## src/rtl/constants.vh

```
// Shared vector funct3 format encodings and the packed ID/EX entry width.
`ifndef VEC_CONSTANTS_VH
`define VEC_CONSTANTS_VH

`define VV_FORMAT 3'b000
`define VX_FORMAT 3'b100
`define VI_FROMAT 3'b011

`define VEC_ENTRY_W (3+FUNCT6_W+1+VREG_AW+2*DATA_W+1)

`endif

```

## src/rtl/vec_id_ex_reg_pkg.sv

```systemverilog
// Types and helpers shared by the vector ID/EX boundary register.
`include "constants.vh"

package vec_id_ex_reg_pkg;

    typedef enum logic [1:0] {
        ST_EMPTY = 2'd0,
        ST_ONE   = 2'd1,
        ST_FULL  = 2'd2
    } id_ex_state_e;

    function automatic logic funct3_is_legal(input logic [2:0] funct3);
        return (funct3 == `VV_FORMAT) || (funct3 == `VX_FORMAT) || (funct3 == `VI_FROMAT);
    endfunction

endpackage

```

## src/rtl/vec_pipe_entry.sv

```systemverilog
// One pipeline slot: valid bit plus payload, with load and clear (clear wins).
module vec_pipe_entry #(
    parameter int unsigned W = 8
) (
    input  logic         clk,
    input  logic         rst_n,
    input  logic         load_i,
    input  logic         clear_i,
    input  logic [W-1:0] data_i,
    output logic         valid_o,
    output logic [W-1:0] data_o
);

    logic         valid_q;
    logic [W-1:0] data_q;

    always_ff @(posedge clk or negedge rst_n) begin
        if (!rst_n) begin
            valid_q <= 1'b0;
            data_q  <= '0;
        end else if (clear_i) begin
            valid_q <= 1'b0;
        end else if (load_i) begin
            valid_q <= 1'b1;
            data_q  <= data_i;
        end
    end

    assign valid_o = valid_q;
    assign data_o  = data_q;

endmodule

```

## src/rtl/vec_id_ex_reg.sv

```systemverilog
// Registered ID->EX boundary: MAIN drives EX, SKID absorbs one op so in_ready can be a flop.
`include "constants.vh"

module vec_id_ex_reg
    import vec_id_ex_reg_pkg::*;
#(
    parameter int unsigned DATA_W   = 64,
    parameter int unsigned VREG_AW  = 5,
    parameter int unsigned FUNCT6_W = 6
) (
    input  logic                clk,
    input  logic                rst_n,
    input  logic                flush,
    input  logic                in_valid,
    output logic                in_ready,
    input  logic [2:0]          in_funct3,
    input  logic [FUNCT6_W-1:0] in_funct6,
    input  logic                in_vm,
    input  logic [VREG_AW-1:0]  in_vd,
    input  logic [DATA_W-1:0]   in_dataA_64,
    input  logic [DATA_W-1:0]   in_dataB_64,
    output logic                out_valid,
    input  logic                out_ready,
    output logic [2:0]          out_funct3,
    output logic [FUNCT6_W-1:0] out_funct6,
    output logic                out_vm,
    output logic [VREG_AW-1:0]  out_vd,
    output logic [DATA_W-1:0]   out_dataA_64,
    output logic [DATA_W-1:0]   out_dataB_64,
    output logic                out_illegal
);

    localparam int unsigned ENTRY_W = `VEC_ENTRY_W;

    logic               in_ready_q, in_ready_d;
    logic               main_valid, skid_valid;
    logic [ENTRY_W-1:0] main_data, skid_data, in_entry, main_data_in;
    logic               main_load, main_clr, main_from_skid;
    logic               skid_load, skid_clr;
    logic               accept, issue;
    id_ex_state_e       state_q, state_d;

    assign accept   = in_valid & in_ready_q;
    assign issue    = main_valid & out_ready;
    assign in_entry = {in_funct3, in_funct6, in_vm, in_vd, in_dataA_64, in_dataB_64,
                       ~funct3_is_legal(in_funct3)};

    // The state lives in the two entry valid bits; this just names it.
    always_comb begin
        state_q = ST_EMPTY;
        if (skid_valid)      state_q = ST_FULL;
        else if (main_valid) state_q = ST_ONE;
    end

    always_comb begin
        state_d = state_q;
        if (flush) begin
            state_d = ST_EMPTY;
        end else begin
            case (state_q)
                ST_EMPTY: if (accept) state_d = ST_ONE;
                ST_ONE: begin
                    if (accept && !issue)      state_d = ST_FULL;
                    else if (issue && !accept) state_d = ST_EMPTY;
                end
                ST_FULL:  if (issue) state_d = ST_ONE;
                default:  state_d = ST_EMPTY;
            endcase
        end
        in_ready_d = (state_d != ST_FULL);
    end

    always_comb begin
        main_load      = 1'b0;
        main_clr       = 1'b0;
        main_from_skid = 1'b0;
        skid_load      = 1'b0;
        skid_clr       = 1'b0;
        if (flush) begin
            main_clr = 1'b1;
            skid_clr = 1'b1;
        end else begin
            case (state_q)
                ST_EMPTY: main_load = accept;
                ST_ONE: begin
                    if (accept && issue) main_load = 1'b1;
                    else if (accept)     skid_load = 1'b1;
                    else if (issue)      main_clr  = 1'b1;
                end
                ST_FULL: begin
                    if (issue) begin
                        main_load      = 1'b1;
                        main_from_skid = 1'b1;
                        skid_clr       = 1'b1;
                    end
                end
                default: begin
                    main_clr = 1'b1;
                    skid_clr = 1'b1;
                end
            endcase
        end
    end

    always_ff @(posedge clk or negedge rst_n) begin
        if (!rst_n) in_ready_q <= 1'b1;
        else        in_ready_q <= in_ready_d;
    end

    assign main_data_in = main_from_skid ? skid_data : in_entry;

    vec_pipe_entry #(.W(ENTRY_W)) u_main (
        .clk     (clk),
        .rst_n   (rst_n),
        .load_i  (main_load),
        .clear_i (main_clr),
        .data_i  (main_data_in),
        .valid_o (main_valid),
        .data_o  (main_data)
    );

    vec_pipe_entry #(.W(ENTRY_W)) u_skid (
        .clk     (clk),
        .rst_n   (rst_n),
        .load_i  (skid_load),
        .clear_i (skid_clr),
        .data_i  (in_entry),
        .valid_o (skid_valid),
        .data_o  (skid_data)
    );

    assign in_ready  = in_ready_q;
    assign out_valid = main_valid;
    assign {out_funct3, out_funct6, out_vm, out_vd, out_dataA_64, out_dataB_64, out_illegal} = main_data;

endmodule

```

## config.mk

```make
export PLATFORM = sky130hd
export DESIGN_NAME = vec_id_ex_reg
export DESIGN_NICKNAME = d
export VERILOG_FILES = /design/src/rtl/vec_id_ex_reg_pkg.sv /design/src/rtl/vec_pipe_entry.sv /design/src/rtl/vec_id_ex_reg.sv
export VERILOG_INCLUDE_DIRS = /design/src /design/src/rtl
export SDC_FILE = /design/constraint.sdc
export NUM_CORES = 1
export LEC_CHECK = 0
export ABC_CLOCK_PERIOD_IN_PS = 4080
export CAP_MARGIN = 10
export CORE_UTILIZATION = 55
export DETAILED_ROUTE_END_ITERATION = 16
export PLACE_DENSITY = 0.86
export SYNTH_ARGS = -nofsm -noshare
export SYNTH_HDL_FRONTEND = slang
export SYNTH_HIERARCHICAL = 1
export SYNTH_SLANG_ARGS = --single-unit
```

## constraint.sdc

```tcl
create_clock -name clk -period 4.08 [get_ports clk]
set_input_delay 0.816 -clock clk [delete_from_list [all_inputs] [get_ports clk]]
set_output_delay 0.816 -clock clk [all_outputs]
set_load 0.01 [all_outputs]
```

==> results.sh <==
export IMPL_grt_pass1_wl_um=44500
export IMPL_fin_total_pwr_uw=9060
export IMPL_crit_end="u_skid/data_o[142]"
export IMPL_yosysWarnings=6
export IMPL_drc=0
export IMPL_cts_sinks=291
export IMPL_cts_resized=0
export IMPL_start_util=0.560
export IMPL_setup_viol=0
export IMPL_final_layout_size_suffix_gt1_frac=0.402
export IMPL_required_ns=4.50
export IMPL_ys_seq_area_frac=0.554
export IMPL_synth_area_leaders="dfrtp_1 55%, mux2_2 22%, mux2_4 14%"
export IMPL_yosysUniqueCellTypes=20
export IMPL_diodes=0
export IMPL_relSlewSlack=0.514
export IMPL_io_pins=294
export IMPL_finClkSkew_ns=0.0247
export IMPL_post_cts_repair_setup_buffers=0
export IMPL_grt_pass1_vias=8128
export IMPL_cts_tree="built"
export IMPL_clk_latency_ns=0.55
export IMPL_netlist_area_um2=13100
export IMPL_leakage_uw=0.00752
export IMPL_max_freq_mhz=392
export IMPL_post_drt_wl_per_cell_um=20.2
export IMPL_critPathKind="input pin to register"
export IMPL_p_per_area_nw_per_um2=522
export IMPL_cts_buffers=31
export IMPL_cts_hold_buf=0
export IMPL_drv_cap=0
export IMPL_critPathMaxFanout=74
export IMPL_tightestPinTransition_ns=0.729
export IMPL_grt_max_degree=92
export IMPL_worst_ep_arrival_time_ns=2.97
export IMPL_first_pass_iters=5
export IMPL_port_buffers=293
export IMPL_via_count=7558
export IMPL_clock_path_buffers=3
export IMPL_syn_area_per_cell_um2=16.6
export IMPL_path_clk_slew_ns=0.06
export IMPL_yosysTopAreaCell="dfrtp_1"
export IMPL_grt_overflow=0
export IMPL_fin_crit_sh=0.626
export IMPL_hpwlAfterDp_um=18100
export IMPL_r2r_cells=5
export IMPL_rsz0062_at_grt="no"
export IMPL_period_minus_slack_ns=2.55
export IMPL_peakVddDrop_mv=0.419
export IMPL_syn_to_final_growth_pct=32.2
export IMPL_crit_path_end_kind="register"
export IMPL_clk_root_buffer_cell="clkbuf_16"
export IMPL_r2r_slack_ns=1.77
export IMPL_routed_wl_um=28700
export IMPL_hp_class="input pin to async pin"
export IMPL_die_area_um2=24500
export IMPL_ys_ff_latch=291
export IMPL_die_h_um=157
export IMPL_critical_path_startpoint_type="input pin"
export IMPL_yosys_area_top_type_share=0.552
export IMPL_drt_iter0_drc=312
export IMPL_grt_antenna_before_repair=0
export IMPL_hold_violations=0
export IMPL_netlist_instances=790
export IMPL_final_nets=1227
export IMPL_num_rows=56
export IMPL_finalSetupTns_ns=0
export IMPL_timing_rr_end="u_skid/data_o[142]"
export IMPL_coreArea_um2=23500
export IMPL_fp_dieW_um=157
export IMPL_grt_use_total=0.232
export IMPL_vias_per_cell=5.31
export IMPL_gp_congestion=0.754
export IMPL_synth_nets=938
export IMPL_outcome="completed"
export IMPL_htree_levels=1
export IMPL_antenna_left=0
export IMPL_r2r_start="in_ready"
export IMPL_crit_start="flush"
export IMPL_slew_viol_final=0
Yosys cell counts, drive strengths merged:
library cell and count:
mux2 432, dfrtp 290, buf 47, nor2 6
nor2b 3, a21oi 2, nand3 2, a221o 1
a31o 1, dfstp 1, inv 1, mux2i 1
nand2b 1, nor3 1, nor4 1
registers in the layout, summed over array words and instances (netlist names):
name	flops
u_main/data_o	144
u_skid/valid_o	1
in_ready	1
u_skid/data_o	144
u_main/valid_o	1
layer usage:
layer	part of all wire	GRT usage	vias up
met5	0	0	-
met4	0.018	0.0509	0
met3	0.091	0.0847	36
met2	0.48	0.383	234
met1	0.41	0.292	3868
li1	-	-	3420
worst max-delay path: stages:
cell and delay (ns):
clkdlybuf4s50_1 0.52, nor4_1 0.45, nor2b_4 0.29, buf_12 0.39, mux2_2 0.39
report_power, final:
group | internal (uW) | switching (uW)
registers | 3530 | 360
clock network | 1900 | 1140
logic | 1420 | 716
total | 6850 | 2220
logic make-up after synthesis:
kind of cell           after synthesis  share of synthesized area
AO/OA/AOI/OAI                        4                    0.00219
multiplexers                       433                      0.405
buffers and inverters               48                     0.0331
AND/OR/NAND/NOR                     14                    0.00581
flip-flops                         291                      0.554
area by class of cell:
cell class / count / area [um^2]
clock inverters: 14 / 203
repair buffers: 303 / 3110
clock buffers: 44 / 935
inverters: 1 / 3.75
flip-flops and latches: 291 / 7280
multi-input cells: 451 / 5450
well taps: 319 / 399
fillers: 1462 / 6090
worst min path at each step:
stage	endpoint	from
floorplan	u_skid/data_o[143]	u_skid/data_o[143]
global placement	u_skid/data_o[52]	u_skid/data_o[52]
detailed placement	u_skid/data_o[68]	u_skid/data_o[68]
CTS	u_main/data_o[121]	rst_n
global route	u_main/data_o[121]	rst_n
finish	u_skid/data_o[121]	rst_n
cells in the final DEF, fill, tap and decap left out, drive strengths merged:
cell type / count
nor2b: 3
nor4: 1
buf: 11
nor2: 6
a21oi: 2
mux2i: 1
a31o: 1
nand2b: 1
bufinv: 5
mux2: 432
clkdlybuf4s50: 292
nand3: 2
inv: 3
clkinv: 7
nor3: 1
clkbuf: 44
dfstp: 1
a221o: 1
dfrtp: 290
stage by stage:
step           utilization  std cells  hold WS (ns)  setup slack [ns]  instance area [um^2]
2_1_floorplan            -        790         0.475              1.93                 13100
6_report             0.741       1423         0.288              1.53                 17400
5_1_grt              0.741       1423         0.321              1.46                 17400
4_1_cts              0.741       1423         0.320              1.57                 17400
3_3_place_gp         0.692       1365         0.484              1.05                 16200
3_5_place_dp         0.692       1365         0.491              1.01                 16200
No activity file was read; power rests on OpenSTA's default activity.
